### src/rtl/line_sum_generator.sv
// line_sum_generator
//
// Producer side of the line-sum path. It accepts a stream of unsigned pixel pairs, multiplies
// each pair, and accumulates the products over one image line of LINE_SIZE pixels. The
// completed sum goes into a one-entry output register, which the downstream consumer drains
// through a valid/ready handshake. The block also tracks the line position within a frame of
// NUM_OF_LINES lines. It flags the last line with line_last, and pulses frame_done for one
// cycle after that line has been consumed.
//
// Ports:
//   CLK            in   clock; all state changes on its rising edge
//   reset          in   synchronous, active-high reset
//   pixel_a        in   first operand, unsigned, PIXEL_SIZE bits
//   pixel_b        in   second operand, unsigned, PIXEL_SIZE bits
//   pixel_valid    in   pixel pair is valid this cycle
//   pixel_ready    out  pair is accepted this cycle (combinational from line_sum_ready)
//   line_sum       out  completed line sum, $clog2(LINE_SIZE)+2*PIXEL_SIZE bits
//   line_sum_valid out  line_sum / line_last are held for the consumer
//   line_sum_ready in   consumer accepts line_sum
//   line_last      out  line_sum belongs to line NUM_OF_LINES-1 of the frame
//   frame_done     out  one-cycle pulse after the last line of a frame is consumed
//
// The parameter defaults mirror the shared Parameters.svh values.

module line_sum_generator #(
    parameter int unsigned PIXEL_SIZE   = 8,
    parameter int unsigned LINE_SIZE    = 64,
    parameter int unsigned NUM_OF_LINES = 64
) (
    input  logic                                      CLK,
    input  logic                                      reset,
    input  logic [PIXEL_SIZE-1:0]                     pixel_a,
    input  logic [PIXEL_SIZE-1:0]                     pixel_b,
    input  logic                                      pixel_valid,
    output logic                                      pixel_ready,
    output logic [$clog2(LINE_SIZE)+2*PIXEL_SIZE-1:0] line_sum,
    output logic                                      line_sum_valid,
    input  logic                                      line_sum_ready,
    output logic                                      line_last,
    output logic                                      frame_done
);

    localparam int unsigned SumW  = $clog2(LINE_SIZE) + 2 * PIXEL_SIZE;
    localparam int unsigned ProdW = 2 * PIXEL_SIZE;
    localparam int unsigned ColW  = (LINE_SIZE > 1) ? $clog2(LINE_SIZE) : 1;
    localparam int unsigned RowW  = (NUM_OF_LINES > 1) ? $clog2(NUM_OF_LINES) : 1;

    localparam logic [ColW-1:0] LastCol = ColW'(LINE_SIZE - 1);
    localparam logic [RowW-1:0] LastRow = RowW'(NUM_OF_LINES - 1);

    logic [ColW-1:0] col_q, col_d;
    logic [RowW-1:0] row_q, row_d;
    logic [SumW-1:0] acc_q, acc_d;
    logic [SumW-1:0] sum_q, sum_d;
    logic            valid_q, valid_d;
    logic            last_q, last_d;
    logic            frame_done_q, frame_done_d;

    logic [ProdW-1:0] product_w;
    logic [SumW-1:0]  product;
    logic [SumW-1:0]  acc_sum;
    logic             at_last_col;
    logic             pixel_fire;
    logic             consume;

    // Operands are widened first so the multiply is done at the full product width.
    assign product_w = {{PIXEL_SIZE{1'b0}}, pixel_a} * {{PIXEL_SIZE{1'b0}}, pixel_b};
    assign product   = SumW'(product_w);

    assign at_last_col = (col_q == LastCol);
    assign consume     = valid_q && line_sum_ready;

    // Only the closing pixel of a line needs the output slot. It stalls only when the slot is
    // full and is not draining this cycle.
    assign pixel_ready = !reset && !(at_last_col && valid_q && !line_sum_ready);
    assign pixel_fire  = pixel_valid && pixel_ready;

    // Column 0 starts a fresh sum, so stale accumulator contents never leak between lines.
    // With LINE_SIZE == 1 the last column is also column 0, so the sum is just the product.
    assign acc_sum = (col_q == '0) ? product : (acc_q + product);

    always_comb begin
        col_d        = col_q;
        row_d        = row_q;
        acc_d        = acc_q;
        sum_d        = sum_q;
        last_d       = last_q;
        valid_d      = valid_q;
        frame_done_d = consume && last_q;

        // A consume frees the slot. A line completing on the same edge refills it below.
        if (consume) begin
            valid_d = 1'b0;
        end

        if (pixel_fire) begin
            if (at_last_col) begin
                sum_d   = acc_sum;
                last_d  = (row_q == LastRow);
                valid_d = 1'b1;
                col_d   = '0;
                row_d   = (row_q == LastRow) ? '0 : row_q + 1'b1;
            end else begin
                acc_d = acc_sum;
                col_d = col_q + 1'b1;
            end
        end
    end

    always_ff @(posedge CLK) begin
        if (reset) begin
            col_q        <= '0;
            row_q        <= '0;
            acc_q        <= '0;
            sum_q        <= '0;
            valid_q      <= 1'b0;
            last_q       <= 1'b0;
            frame_done_q <= 1'b0;
        end else begin
            col_q        <= col_d;
            row_q        <= row_d;
            acc_q        <= acc_d;
            sum_q        <= sum_d;
            valid_q      <= valid_d;
            last_q       <= last_d;
            frame_done_q <= frame_done_d;
        end
    end

    assign line_sum       = sum_q;
    assign line_sum_valid = valid_q;
    assign line_last      = last_q;
    assign frame_done     = frame_done_q;

endmodule

### config.mk
export PLATFORM = sky130hd
export DESIGN_NAME = line_sum_generator
export DESIGN_NICKNAME = d
export VERILOG_FILES = /design/src/rtl/line_sum_generator.sv
export SDC_FILE = /design/constraint.sdc
export NUM_CORES = 1
export LEC_CHECK = 0
export BUFFER_PORTS_ARGS = -buffer_cell sky130_fd_sc_hd__clkbuf_2
export CELL_PAD_IN_SITES_DETAIL_PLACEMENT = 0
export CELL_PAD_IN_SITES_GLOBAL_PLACEMENT = 2
export CORE_UTILIZATION = 37
export DETAILED_ROUTE_END_ITERATION = 8
export PLACE_DENSITY_LB_ADDON = 0.3
export SLEW_MARGIN = 10
export SYNTH_ARGS = -nofsm -noshare
export SYNTH_HDL_FRONTEND = slang
export SYNTH_SLANG_ARGS = --single-unit
### constraint.sdc
create_clock -name CLK -period 15 [get_ports CLK]
set_input_delay 3 -clock CLK [delete_from_list [all_inputs] [get_ports CLK]]
set_output_delay 3 -clock CLK [all_outputs]
set_load 0.01 [all_outputs]
==> impl.org, run 1 <==
** Run status
- The run finished with clean final reports.

** Yosys
- Xor-xnor portion of the synthesized cell area :: 0.0551
- Post-synthesis instance area :: 5560 µm²
- Fraction of synthesized area in multiplexers :: 0.0126
- Synthesized-area fraction occupied by and/or/nand/nor cells :: 0.196
- Flip-flop and latch count after synthesis :: between 50 and 60
- Synthesis handed over a netlist of 651 instances.
- The synthesized design contains 0 enable-type register cells.
- Adder-cell share of the synthesized area :: 0.261
- Number of nets in the synthesized netlist :: 765
- Of all flip-flops after synthesis, the portion carrying an async set or reset was 0.
- Top_reg_cell synth :: dfxtp_1
- Synth Area in Compound Gates :: 0.204
- Main combinational cell family by area after synthesis :: adder cells
- The number of different library cells used by synthesis comes to between 60 and 70.
- Synthesized area per cell :: roughly 8.5 µm²
- For this run, the number of Yosys warnings is 0.
- Sequential share of the synthesized area :: 0.212

** Critical path
- Crit path launch type :: input pin
- The critical path is of the in -> reg type.
- For this run, the slowest stage of the critical path takes 0.54 ns.
- Critical-path cell list :: clkbuf_2 -> nand2_1 -> fa_1 -> fa_1 -> inv_1 -> fa_1 -> inv_1 -> fa_1 -> inv_1 -> ha_1 -> a21o_1 -> a311oi_1 -> o21bai_1 -> a211oi_1 -> xnor2_1 -> inv_1 -> ha_1 -> nand4_1 -> nor2_1 -> a32oi_1 -> a21oi_2 -> mux2i_1 -> a21oi_1
- Crit-path leading delay family :: adder cells
- For the worst setup path, the data arrival time is 8.76 ns.
- Data on the critical path is required at its endpoint by roughly 15 ns.
- STA classifies the critical path endpoint as a register.
- Of all nets on the critical path, the largest fanout is 8.
- The slowest stage of the critical path is the fa_1 cell.
- Counting both buffers and inverters, the worst setup path holds a total of 5.

** Route
- Total via count in the routed design :: 4642
- Number of detailed-routing iterations run before antenna repair :: 4
- In this run the remaining antenna-violating nets after routing total 0.
- Routed length per placed instance :: 15.4 µm
- Using the TritonRoute via totals, the vias-per-cell ratio works out to 5.31.
- DR DRC count :: 0
- Routed Wire Length :: around 13000 µm
- Initial detailed-routing violation count :: 236

** Floorplanning
- Floorplan Core Area :: 14600 µm²
- The floorplan step set the die width to 125 µm.
- Die Footprint :: 15500 µm²
- Floorplan row count :: 44
- Height of the chip :: 125 µm
- During I/O placement, the number of pins put on the boundary was 46.
- The initial utilization of the core area, before any placement, comes to 0.381.

** CTS
- Clock tree synthesis selected as its root buffer the cell clkbuf_16.
- Clock-pin slew was measured on the worst setup and hold paths at about 0.050 ns.
- Post-CTS setup buffer count :: 0
- Clock H-tree levels :: 3
- Clock tree from TritonCTS :: done
- CTS saw 59 sinks.
- Clock insertion delay at the later pin of the skew report :: 0.32 ns
- The number of gates resized after CTS was 0.
- Number of CTS-inserted buffers :: 9
- Number of hold buffers added after cts :: 0
- The clock passes through at most 2 buffers.

** Layout
- Nets@finish :: 800
- Compared with the post-synthesis result, the final layout area differs by 11.9%.
- In the final layout, the share of cells above drive strength 1 is 0.119.
- The repair_antennas step left the layout with diodes totalling 0.
- Fin util :: 0.427

** Global route
- Total global-route track usage :: 0.181
- The number of antenna violations at the first check in global routing was 0.
- Entering global routing, the biggest net connects 48 pins.
- The number of global-route vias before repair came to 4477.
- Global-route wire length before repair :: between 20000 and 25000 µm
- Remaining global-route overflow :: 0

** Placement
- The congestion estimate from routability-driven global placement came to 0.842.
- After legalization and detailed placement, the total HPWL measured ~10000 µm.
- Port buffering added 45 buffers.
- Post-Place Worst Slack :: 6.11 ns

** Min path
- Min-delay worst type :: reg -> reg

** STA
- Fin. max-slew vios :: 0
- Total Neg Setup Slack :: 0 ns
- Slack of the critical path :: 6.42 ns
- The worst pin sits at a relative slew slack of 0.432.
- Setup repair after global routing left no endpoint under its margin.
- For the final database, setup skew stands at 0.00753 ns.
- Setup violations remaining at the end of the flow were counted as 0.
- Final-report hold violation count :: 0
- Share of the cycle needed by the critical path after routing :: 0.572
- Maximum operating frequency :: 117 MHz
- At the pin with the least slew margin, the transition time is 0.851 ns.
- For the finished layout, the period the worst path requires is around 8.6 ns.

** Power
- Leak Pwr :: ~2.8 nW
- Power density normalized to cell area :: 157 nW/µm²
- Max IR drop VDD :: 0.0764 mV

** Flow run
- Total of max-cap violations :: 0
## synth_stat cells (17+ instances only)
library cell	number	area share
xor2_1	18	0.028
a21oi_1	44	0.040
and2_1	62	0.070
xnor2_1	17	0.027
a211oi_1	20	0.027
fa_1	37	0.13
nand2_1	53	0.036
inv_1	56	0.038
nor2_1	50	0.034
ha_1	57	0.13
o21ai_0	20	0.018
dfxtp_1	59	0.21
## cells in the final DEF, fill, tap and decap left out, types with 3 or more instances in the layout
| cell type | n |
|---|---|
| and2_1 | 62 |
| dfxtp_1 | 59 |
| ha_1 | 57 |
| inv_1 | 56 |
| nand2_1 | 53 |
| nor2_1 | 50 |
| clkbuf_2 | 45 |
| a21oi_1 | 44 |
| fa_1 | 37 |
| a211oi_1 | 20 |
| o21ai_0 | 20 |
| xor2_1 | 18 |
| xnor2_1 | 17 |
| a21o_1 | 14 |
| nand3_1 | 9 |
| a31oi_1 | 9 |
| clkbuf_16 | 9 |
| nand4_1 | 8 |
| mux2i_1 | 7 |
| o211ai_1 | 6 |
| o21ai_1 | 6 |
| nor3_1 | 5 |
| a21oi_2 | 5 |
| nand2b_1 | 4 |
| o21a_1 | 4 |
| or3_1 | 4 |
| a32oi_1 | 4 |
| buf_4 | 4 |
| o21bai_1 | 3 |
| a311oi_1 | 3 |
| and3_1 | 3 |
| clkbuf_8 | 3 |
## worst reg2reg max path: cells and delay by family (launching register included)
kind | cells | cell delay (ns)
flip-flops | 1 | 0.36
AO/OA/AOI/OAI | 1 | 0.15
AND/OR/NAND/NOR | 5 | 1.59
buffers and inverters | 1 | 0.36
adder cells (fa/ha/maj) | 1 | 0.20
## metrics by stage
stage	area, µm²	total power, mW	instances	hold slack [ns]
floorplan	5560	0.647	651	0.441
global placement	5940	0.783	859	0.450
detailed placement	5940	0.783	859	0.453
CTS	6220	0.983	874	0.463
global route	6220	1.07	874	0.483
finish	6220	0.976	874	0.461
## metal layers
metal  up-vias  part of all wire  track usage  routed length, µm
met1      2253              0.51        0.259               6810
met3         6             0.025       0.0284                332
met2        49              0.46        0.291               6250
met5         -                 0            0                  0
li1       2334                 -            -                  -
met4         0            0.0041       0.0298                 55
## area by class of cell
| class | count | area, µm² |
|---|---|---|
| fillers | 1476 | 8370 |
| multi-input cells | 511 | 4070 |
| flip-flops and latches | 59 | 1180 |
| clock buffers | 14 | 274 |
| repair buffers | 49 | 255 |
| well taps | 184 | 230 |
| inverters | 56 | 210 |
| clock inverters | 1 | 7.51 |
## power by group
group	switching (mW)	internal, mW	total, mW
Clock	0.0697	0.124	0.194
Combinational	0.385	0.229	0.614
Sequential	0.00415	0.164	0.168
## path summary, 6_finish.rpt
kind                 from      endpoint  slack, ns  depth (start not counted)
max            pixel_a[0]     acc_q[21]       6.42                         23
min          line_sum[13]  line_sum[13]       0.46                          2
max reg2reg      col_q[1]      row_q[5]      12.26                          8
min reg2reg  line_sum[13]  line_sum[13]       0.46                          2
## cell families (layout without fill, tap and decap cells)
| logic type | Yosys count | after routing |
|---|---|---|
| flip-flops | 59 | 59 |
| AND/OR/NAND/NOR | 213 | 213 |
| buffers and inverters | 81 | 120 |
| AO/OA/AOI/OAI | 162 | 162 |
| XOR/XNOR | 35 | 35 |
| adder cells (fa/ha/maj) | 94 | 94 |
| multiplexers | 7 | 7 |
## flip-flops by register name, indices dropped and copies added, names as in the netlist
| name | count |
|---|---|
| line_last | 1 |
| frame_done | 1 |
| acc_q | 22 |
| row_q | 6 |
| col_q | 6 |
| line_sum | 22 |
| line_sum_valid | 1 |
Power figures use the tool's default switching activity.
==> run 2: changes to the inputs <==
--- a/config.mk
+++ b/config.mk
@@ -5,10 +5,11 @@
 export SDC_FILE = /design/constraint.sdc
 export NUM_CORES = 1
 export LEC_CHECK = 0
+export ABC_AREA = 1
 export BUFFER_PORTS_ARGS = -buffer_cell sky130_fd_sc_hd__clkbuf_2
 export CELL_PAD_IN_SITES_DETAIL_PLACEMENT = 0
 export CELL_PAD_IN_SITES_GLOBAL_PLACEMENT = 2
-export CORE_UTILIZATION = 37
+export CORE_UTILIZATION = 31
 export DETAILED_ROUTE_END_ITERATION = 8
 export PLACE_DENSITY_LB_ADDON = 0.3
 export SLEW_MARGIN = 10
==> constraint.sdc (replaced) <==
create_clock -name CLK -period 7.7 [get_ports CLK]
set_input_delay 1.54 -clock CLK [delete_from_list [all_inputs] [get_ports CLK]]
set_output_delay 1.54 -clock CLK [all_outputs]
set_load 0.01 [all_outputs]
==> run 2 against run 1 <==
- combinational power increased by 100%
- highest routed layer unchanged
- area after synthesis increased by 13%
- die area increased by 34%
- sequential cell count unchanged
==> impl.org, run 2 <==
** STA
- Counting I/O delays and the setup requirement, the final critical path takes 6.35 ns.
- Final-report hold violation count :: 0 (unchanged)
- The final setup violation count was 0 (unchanged).
- In the finished design, the share of the clock period the worst path needs comes to 0.825.
- The accumulated negative setup slack came to 0 ns (unchanged).
- The clock skew after layout came to 0.00958 ns (was 0.00753 ns).
- Post-Route Hold Slack :: 0.463 ns (was 0.461 ns)
- Max-Slew Margin vs Limit :: 0.534 (was 0.432)
- RSZ-0062 raised after global routing: no (unchanged).
- The max-slew violation count was 0 (unchanged).
- Maximum operating frequency :: 157 MHz
- Transition time at the pin with the least slew margin :: 0.698 ns (was 0.851 ns)

** Yosys
- Synthesized area per cell :: 6.40 µm² (was 8.55 µm²)
- Library cell with the highest instance count after synthesis :: nand2_1 (was and2_1)
- Count of yosys warnings during synthesis :: 0 (unchanged)
- Ranking of synthesized cells by area :: dfxtp_1 19%, nand2_1 17%, inv_1 13% (was dfxtp_1 21%, fa_1 13%, ha_1 13%)
- Xor-xnor portion of the synthesized cell area :: 0.0181 (was 0.0551)
- The sequential area share after synthesis is 0.188 (was 0.212).
- Synth Area in Compound Gates :: 0.0938 (was 0.204)
- Share of synthesized registers carrying an async set or reset :: 0 (unchanged)
- The flip-flop and latch count after synthesis was 59 (unchanged).
- The dominant combinational cell family by area after synthesis is simple AND/OR/NAND/NOR gates (was adder cells).
- The count of different cell masters after synthesis was 36 (was 63).
- Top cell type's share of synthesized area :: 0.188 (was 0.212)
- The biggest area consumer among synthesized cells is dfxtp_1 (unchanged).
- Synthesized-area fraction occupied by and/or/nand/nor cells :: 0.305 (was 0.196)
- Number of nets in the synthesized netlist :: 1095 (was 765)
- Adder-cell share of the synthesized area :: 0.232 (was 0.261)
- Commonest cells in the netlist: 292 x nand2_1, 220 x inv_1, 73 x nand3_1 (was 62 x and2_1, 59 x dfxtp_1, 57 x ha_1).
- Top_reg_cell synth :: dfxtp_1 (unchanged)
- The portion of netlist area occupied by mux cells came to 0 (was 0.0126).
- Post-synthesis instance area :: 6280 µm² (was 5560 µm²)
- The count of flip-flops with a built-in enable after synthesis came to 0 (unchanged).
- The synthesized instance count is 981 (was 651).

** CTS
- The clock root buffer is clkbuf_16 (unchanged).
- Clock-pin slew reported for the worst setup and hold paths after clock tree synthesis :: 0.06 ns (was 0.05 ns)
- Clock H-tree levels :: 3 (unchanged)
- Number of CTS-inserted buffers :: 9 (unchanged)
- The buffers inserted during post-CTS setup optimization was 0 (unchanged).
- # resized after CTS :: 0 (unchanged)
- The clock latency on the worst-skew pair is 0.34 ns (was 0.32 ns).
- The TritonCTS sink count was 59 (unchanged).
- The number of buffers inserted for hold repair after clock tree synthesis came to 0 (unchanged).
- The TritonCTS clock tree was done (unchanged).
- The maximum number of buffers from clock root to sink is 2 (unchanged).

** Power
- Power density normalized to cell area :: 284 nW/µm² (was 157 nW/µm²)
- Max IR drop VDD :: 0.164 mV (was 0.0764 mV)
- Leak Pwr :: 4.04 nW (was 2.78 nW)

** Placement
- The total of buffers placed on input and output ports came to 45 (unchanged).
- The half-perimeter wire length of the detailed placement result came to 14000 µm (was 10500 µm).
- The final weighted congestion in routability-driven placement is 0.840 (was 0.842).

** Route
- The first-pass detailed-route iteration total was 5 (was 4).
- Initial detailed-routing violation count :: 360 (was 236)
- Routed Wire Length :: 17500 µm (was 13500 µm)
- The number of remaining DRC errors was 0 (unchanged).
- The routed length per instance was 13.8 µm (was 15.4 µm).
- The remaining antenna violation count is 0 (unchanged).
- Total via count in the routed design :: 5720 (was 4642)
- The ratio of routed vias to standard cells is 4.49 (was 5.31).

** Global route
- The largest net degree at the start of global routing came to 48 (unchanged).
- The number of antenna violations at the first check in global routing came to 0 (unchanged).
- Remaining global-route overflow :: 0 (unchanged)
- Via count of the first global-routing pass :: 5310 (was 4477)
- The aggregate global-route resource usage came to 0.181 (about the same).
- Global-route wire length before repair :: 28600 µm (was 22800 µm)

** Critical path
- Depth of the most critical reg-to-reg path :: 9 (was 8)
- The kind of launch point of the worst setup path is an input pin (unchanged).
- Kind of critical path :: in -> reg (unchanged)
- CP arrival :: 6.59 ns (was 8.76 ns)
- The critical path's slowest cell is fa_1 (unchanged).
- Required time reported for the critical path endpoint :: 7.93 ns (was 15.18 ns)
- CP Max Fanout :: 8 (unchanged)
- Critical path capture point type :: register (unchanged)
- The worst stage delay on the critical path was 0.54 ns (about the same).

** Min path
- Min-delay worst type :: reg -> reg (unchanged)
- Hold Path Cell Cnt :: 2 (unchanged)

** Floorplanning
- Die span in x :: 144 µm (was 125 µm)
- The count of standard-cell rows came to 51 (was 44).
- The vertical die dimension came to 144 µm (was 125 µm).
- The area of the core was 19700 µm² (was 14600 µm²).
- Number of placed I/O pins :: 46 (unchanged)
- Effective utilization at floorplan :: 0.320 (was 0.381)
- The area of the die was 20800 µm² (was 15500 µm²).

** Layout
- Syn-to-layout area delta :: 10.7% (was 11.9%)
- Top library cells by usage in the layout, fill and taps aside: 292 x nand2_1, 220 x inv_1, 73 x nand3_1, 59 x dfxtp_1, 57 x ha_1 (was 62 x and2_1, 59 x dfxtp_1, 57 x ha_1, 56 x inv_1, 53 x nand2_1).
- Final antenna diode count :: 0 (unchanged)
- The most common library cell in the layout ignoring fill and taps is nand2_1 (was and2_1).
- Nets@finish :: 1118 (was 800)
- The share of cells above drive strength 1 came to 0.0743 (was 0.119).

** Flow run
- The max-cap violation count was 0 (unchanged).

** Run status
- Status :: finished clean (unchanged)
run 2: stage by stage:
step / instance area, µm² / instances / utilization / total power [mW] / setup slack (ns)
after detailed placement: 6670 / 1258 / 0.339 / 1.59 / 0.948
after global routing: 6950 / 1274 / 0.354 / 2.20 / 0.901
after global placement: 6670 / 1258 / 0.339 / 1.62 / 0.888
final: 6950 / 1274 / 0.354 / 1.97 / 1.35
after CTS: 6950 / 1274 / 0.354 / 2.00 / 1.29
after floorplan: 6280 / 981 / - / 1.28 / 1.41
run 2: power by group:
| group | leakage (nW) | total (mW) | internal, mW | switching [mW] |
|---|---|---|---|---|
| combinational | 3.42 | 1.25 | 0.419 | 0.830 |
| clock | 0.139 | 0.395 | 0.223 | 0.172 |
| sequential | 0.479 | 0.330 | 0.318 | 0.0122 |
| total | 4.04 | 1.97 | 0.960 | 1.01 |
run 2: final timing paths:
kind	slack, ns	endpoint	startpoint
worst max-delay path	1.35	line_sum[15]	pixel_a[2]
worst min register to register	0.46	frame_done	line_last
worst min-delay path	0.46	frame_done	line_last
worst max register to register	5.37	line_sum[4]	acc_q[0]
run 2: layout make-up:
class | instances | area [µm²]
multi-input cells | 664 | 4070
clock inverters | 7 | 58.8
clock buffers | 9 | 225
inverters | 223 | 838
flip-flops and latches | 59 | 1180
well taps | 265 | 332
repair buffers | 47 | 240
fillers | 2244 | 12700
run 2: kinds of logic after synthesis:
group | Yosys count
AND/OR/NAND/NOR | 454
flip-flops | 59
XOR/XNOR | 13
AO/OA/AOI/OAI | 103
buffers and inverters | 258
adder cells (fa/ha/maj) | 94
run 2: layer usage:
metal	GRT usage	up-vias	routed length (µm)
met1	0.285	2582	9880
met5	0	-	0
met3	0.0202	12	635
li1	-	3023	-
met4	0.0377	0	151
met2	0.259	103	6870
run 2: critical path, delay by kind of cell:
family | cells | cell delay [ns]
buffers and inverters | 8 | 0.51
adders and majority gates | 6 | 2.79
AOI/OAI and AO/OA | 2 | 0.33
and+or+nand+nor | 12 | 1.41
==> run 3: changes to the inputs <==
--- a/config.mk
+++ b/config.mk
@@ -9,7 +9,7 @@
 export BUFFER_PORTS_ARGS = -buffer_cell sky130_fd_sc_hd__clkbuf_2
 export CELL_PAD_IN_SITES_DETAIL_PLACEMENT = 0
 export CELL_PAD_IN_SITES_GLOBAL_PLACEMENT = 2
-export CORE_UTILIZATION = 31
+export CORE_UTILIZATION = 34
 export DETAILED_ROUTE_END_ITERATION = 8
 export PLACE_DENSITY_LB_ADDON = 0.3
 export SLEW_MARGIN = 10
==> constraint.sdc (replaced) <==
create_clock -name CLK -period 6.4 [get_ports CLK]
set_input_delay 1.28 -clock CLK [delete_from_list [all_inputs] [get_ports CLK]]
set_output_delay 1.28 -clock CLK [all_outputs]
set_load 0.01 [all_outputs]
==> run 3 against run 2 <==
- clock power rose by 28%
- clock skew rose by 0.0040 ns
- non-clock buffer count rose by 51
- largest power group unchanged
- combinational power rose by 46%
- sequential cell count did not move
- via count rose by 3.4%
- critical endpoint is now acc_q[19]
- global-route usage rose by 1.8 points
- final cell count rose by 1.2%
- highest routed layer unchanged
- design area rose by 5.5%
- clock-buffer cell count rose by 1
- first-iteration DRC count fell by 23%
- wire length fell by 2.1%
==> impl.org, run 3 (synthesis results as in run 2) <==
** STA
- The max-slew violation count came to 0 (unchanged).
- RSZ-0062 raised after global routing: no (unchanged).
- The worst slew slack as a fraction of its limit was 0.464 (was 0.534).
- Final worst path period need :: 6.00 ns
- For this run, the top clock speed supported by timing is 167 MHz.
- The final setup violation count came to 0 (unchanged).
- The clock skew after layout is 0.0136 ns (was 0.00958 ns).
- Final-report hold violation count :: 0 (unchanged)
- The measured slew at the worst slew-check pin came to 0.795 ns (was 0.698 ns).
- Dividing the final minimum period by the clock period gives 0.938.

** Route
- Routed length per placed instance :: 13.3 µm (was 13.8 µm)
- The ratio of routed vias to standard cells is 4.59 (was 4.49).
- Routed Wire Length :: 17200 µm (was 17500 µm)
- The remaining antenna violation count is 0 (unchanged).
- The number of DRC markers in iteration 0 is 279 (was 360).
- Number of detailed-routing iterations run before antenna repair :: 5 (unchanged)
- The total via count after detailed routing was 5913 (was 5720).
- The number of remaining DRC errors came to 0 (unchanged).

** Global route
- The first-pass GRT wire length was 28900 µm (was 28600 µm).
- The met2 capacity usage during global routing is 0.288 (was 0.259).
- The aggregate global-route resource usage came to 0.199 (was 0.181).
- The number of global-route vias before repair is 5651 (was 5310).
- Most crowded layer after global routing :: met1 (unchanged)
- The largest net degree at the start of global routing was 48 (unchanged).
- Global-route met3 utilization :: 0.0256 (was 0.0202)
- The total grt overflow was 0 (unchanged).
- The number of antenna violations at the first check in global routing was 0 (unchanged).
- The global-route met1 utilization is 0.309 (was 0.285).

** Layout
- Non-filler cells in the finished layout :: 1289 (was 1274)
- The count of inserted antenna diode cells came to 0 (unchanged).
- Top library cells by usage in the layout, fill and taps aside :: 291 x nand2_1, 220 x inv_1, 73 x nand3_1, 59 x dfxtp_1, 56 x ha_1 (was 292 x nand2_1, 220 x inv_1, 73 x nand3_1, 59 x dfxtp_1, 57 x ha_1)
- Fin util :: 0.407 (was 0.354)
- The share of cells above drive strength 1 is 0.125 (was 0.0743).
- # fillers :: 2049 (was 2244)
- The area added between synthesis and finish is 16.7% (was 10.7%).
- Most common cell after layout, fill and taps aside :: nand2_1 (unchanged)
- The final net count is 1169 (was 1118).

** Critical path
- Capture point of the worst reg-to-reg path :: line_sum[4] (unchanged)
- Crit path launch type :: input pin (unchanged)
- The endpoint type of the worst setup path was a register (unchanged).
- Max stage delay cell, worst path :: fa_1 (unchanged)
- The worst-case register-to-register setup slack is 4.15 ns (was 5.37 ns).
- The worst stage delay on the critical path came to 0.54 ns (about the same).
- Among the stages of the critical path, the cell type that occurs most often is nand2_1.
- CP arrival :: 6.19 ns (was 6.59 ns)
- The cell type group with the largest total delay on the critical path is adder cells (unchanged).
- The data required time of the worst path was 6.59 ns (was 7.93 ns).
- The count of cells along the worst register-to-register path came to 9 (unchanged).
- The number of cells on the critical path came to 27 (was 28).
- Startpoint of the worst register-to-register path :: acc_q[0] (unchanged)
- CP Max Fanout :: 7 (was 8)
- Worst path bufs/invs :: 6 (was 8)
- Kind of critical path :: in -> reg (unchanged)

** Floorplanning
- Die span in x :: 138 µm (was 144 µm)
- Height of the chip :: 138 µm (was 144 µm)
- The count of standard-cell rows came to 49 (was 51).
- Effective utilization at floorplan :: 0.348 (was 0.320)
- The area of the core was 18000 µm² (was 19700 µm²).
- Number of placed I/O pins :: 46 (unchanged)
- The area of the die came to 19000 µm² (was 20800 µm²).

** CTS
- Post-CTS setup buffer count :: 0 (unchanged)
- The maximum number of buffers from clock root to sink was 2 (unchanged).
- The number of buffers inserted for hold repair after clock tree synthesis came to 0 (unchanged).
- The number of H-tree branching levels is 3 (unchanged).
- The post-cts gate resize count is 0 (unchanged).
- Number of sinks driven by the clock tree :: 59 (unchanged)
- Root Buffer :: clkbuf_16 (unchanged)
- Clock tree from TritonCTS :: done (unchanged)
- Clock insertion delay at the later pin of the skew report :: 0.34 ns (about the same)
- The TritonCTS buffer count was 9 (unchanged).
- Clock-pin slew reported for the worst setup and hold paths after clock tree synthesis :: 0.06 ns (about the same)

** Power
- The leakage component of the power is 4.29 nW (was 4.04 nW).
- Max IR drop VDD :: 0.185 mV (was 0.164 mV)
- The power density over the cells was 371 nW/µm² (was 284 nW/µm²).

** Min path
- The hold path startpoint is line_last (unchanged).
- The count of cells along the worst hold path came to 2 (unchanged).
- The end point of the worst hold path is frame_done (unchanged).
- The class of the tightest hold or removal check was reg -> reg (unchanged).

** Run status
- Status :: finished clean (unchanged)

** Placement
- Placer Congestion :: 0.811 (was 0.840)
- Hpwl dp :: 13900 µm (was 14000 µm)
- The total of buffers placed on input and output ports was 45 (unchanged).
- The number of instances in the placed design is 1273 (was 1258).

** Flow run
- Total of max-cap violations :: 0 (unchanged)
==> run 3: worst max-delay path by stage <==
stage                     startpoint  slack, ns      endpoint
after CTS                 pixel_a[2]       0.29  line_sum[19]
after detailed placement  pixel_a[2]      -0.03     acc_q[19]
final                     pixel_b[3]       0.40     acc_q[19]
after floorplan           pixel_a[0]       0.37  line_sum[12]
after global placement    pixel_a[2]      0.008  line_sum[15]
after global routing      pixel_b[4]       0.01  line_sum[19]
==> run 3: power breakdown <==
| group | total (mW) | internal (mW) | switching (mW) |
|---|---|---|---|
| sequential | 0.395 | 0.382 | 0.0126 |
| combinational | 1.82 | 0.753 | 1.06 |
| clock | 0.506 | 0.306 | 0.200 |
==> run 3: worst register-to-register path, stage by stage (launching register included) <==
cell and delay, ns:
dfxtp_1 0.31, ha_1 0.30, fa_1 0.47, nand2_1 0.10
nand2_1 0.08, and2_1 0.22, xnor2_1 0.15, a21oi_1 0.39
nor2_1 0.08, nor2_1 0.09
==> run 3: per-layer routing <==
metal | up-vias | routed length (µm)
li1 | 3126 | -
met1 | 2693 | 9530
met2 | 85 | 6860
met3 | 9 | 607
met4 | 0 | 183
met5 | - | 0
==> run 3: cell type report <==
type,instances,area (µm²),area share
clock buffer,10,229,0.0312
inverter,223,838,0.114
timing repair buffer,98,623,0.0850
sequential,59,1180,0.161
tap,229,287,0.0391
multi-input combinational,664,4100,0.559
clock inverter,6,72.6,0.00990
==> run 3: stage by stage <==
| stage | setup TNS, ns | area [µm²] | hold WS, ns | setup WS [ns] | power, mW |
|---|---|---|---|---|---|
| 2_1_floorplan | 0 | 6280 | 0.449 | 0.369 | 1.54 |
| 3_3_place_gp | 0 | 7000 | 0.459 | 0.00750 | 2.22 |
| 3_5_place_dp | -0.116 | 7000 | 0.456 | -0.0347 | 2.20 |
| 4_1_cts | 0 | 7300 | 0.462 | 0.294 | 2.73 |
| 5_1_grt | 0 | 7330 | 0.493 | 0.0104 | 3.01 |
| 6_report | 0 | 7330 | 0.461 | 0.400 | 2.72 |
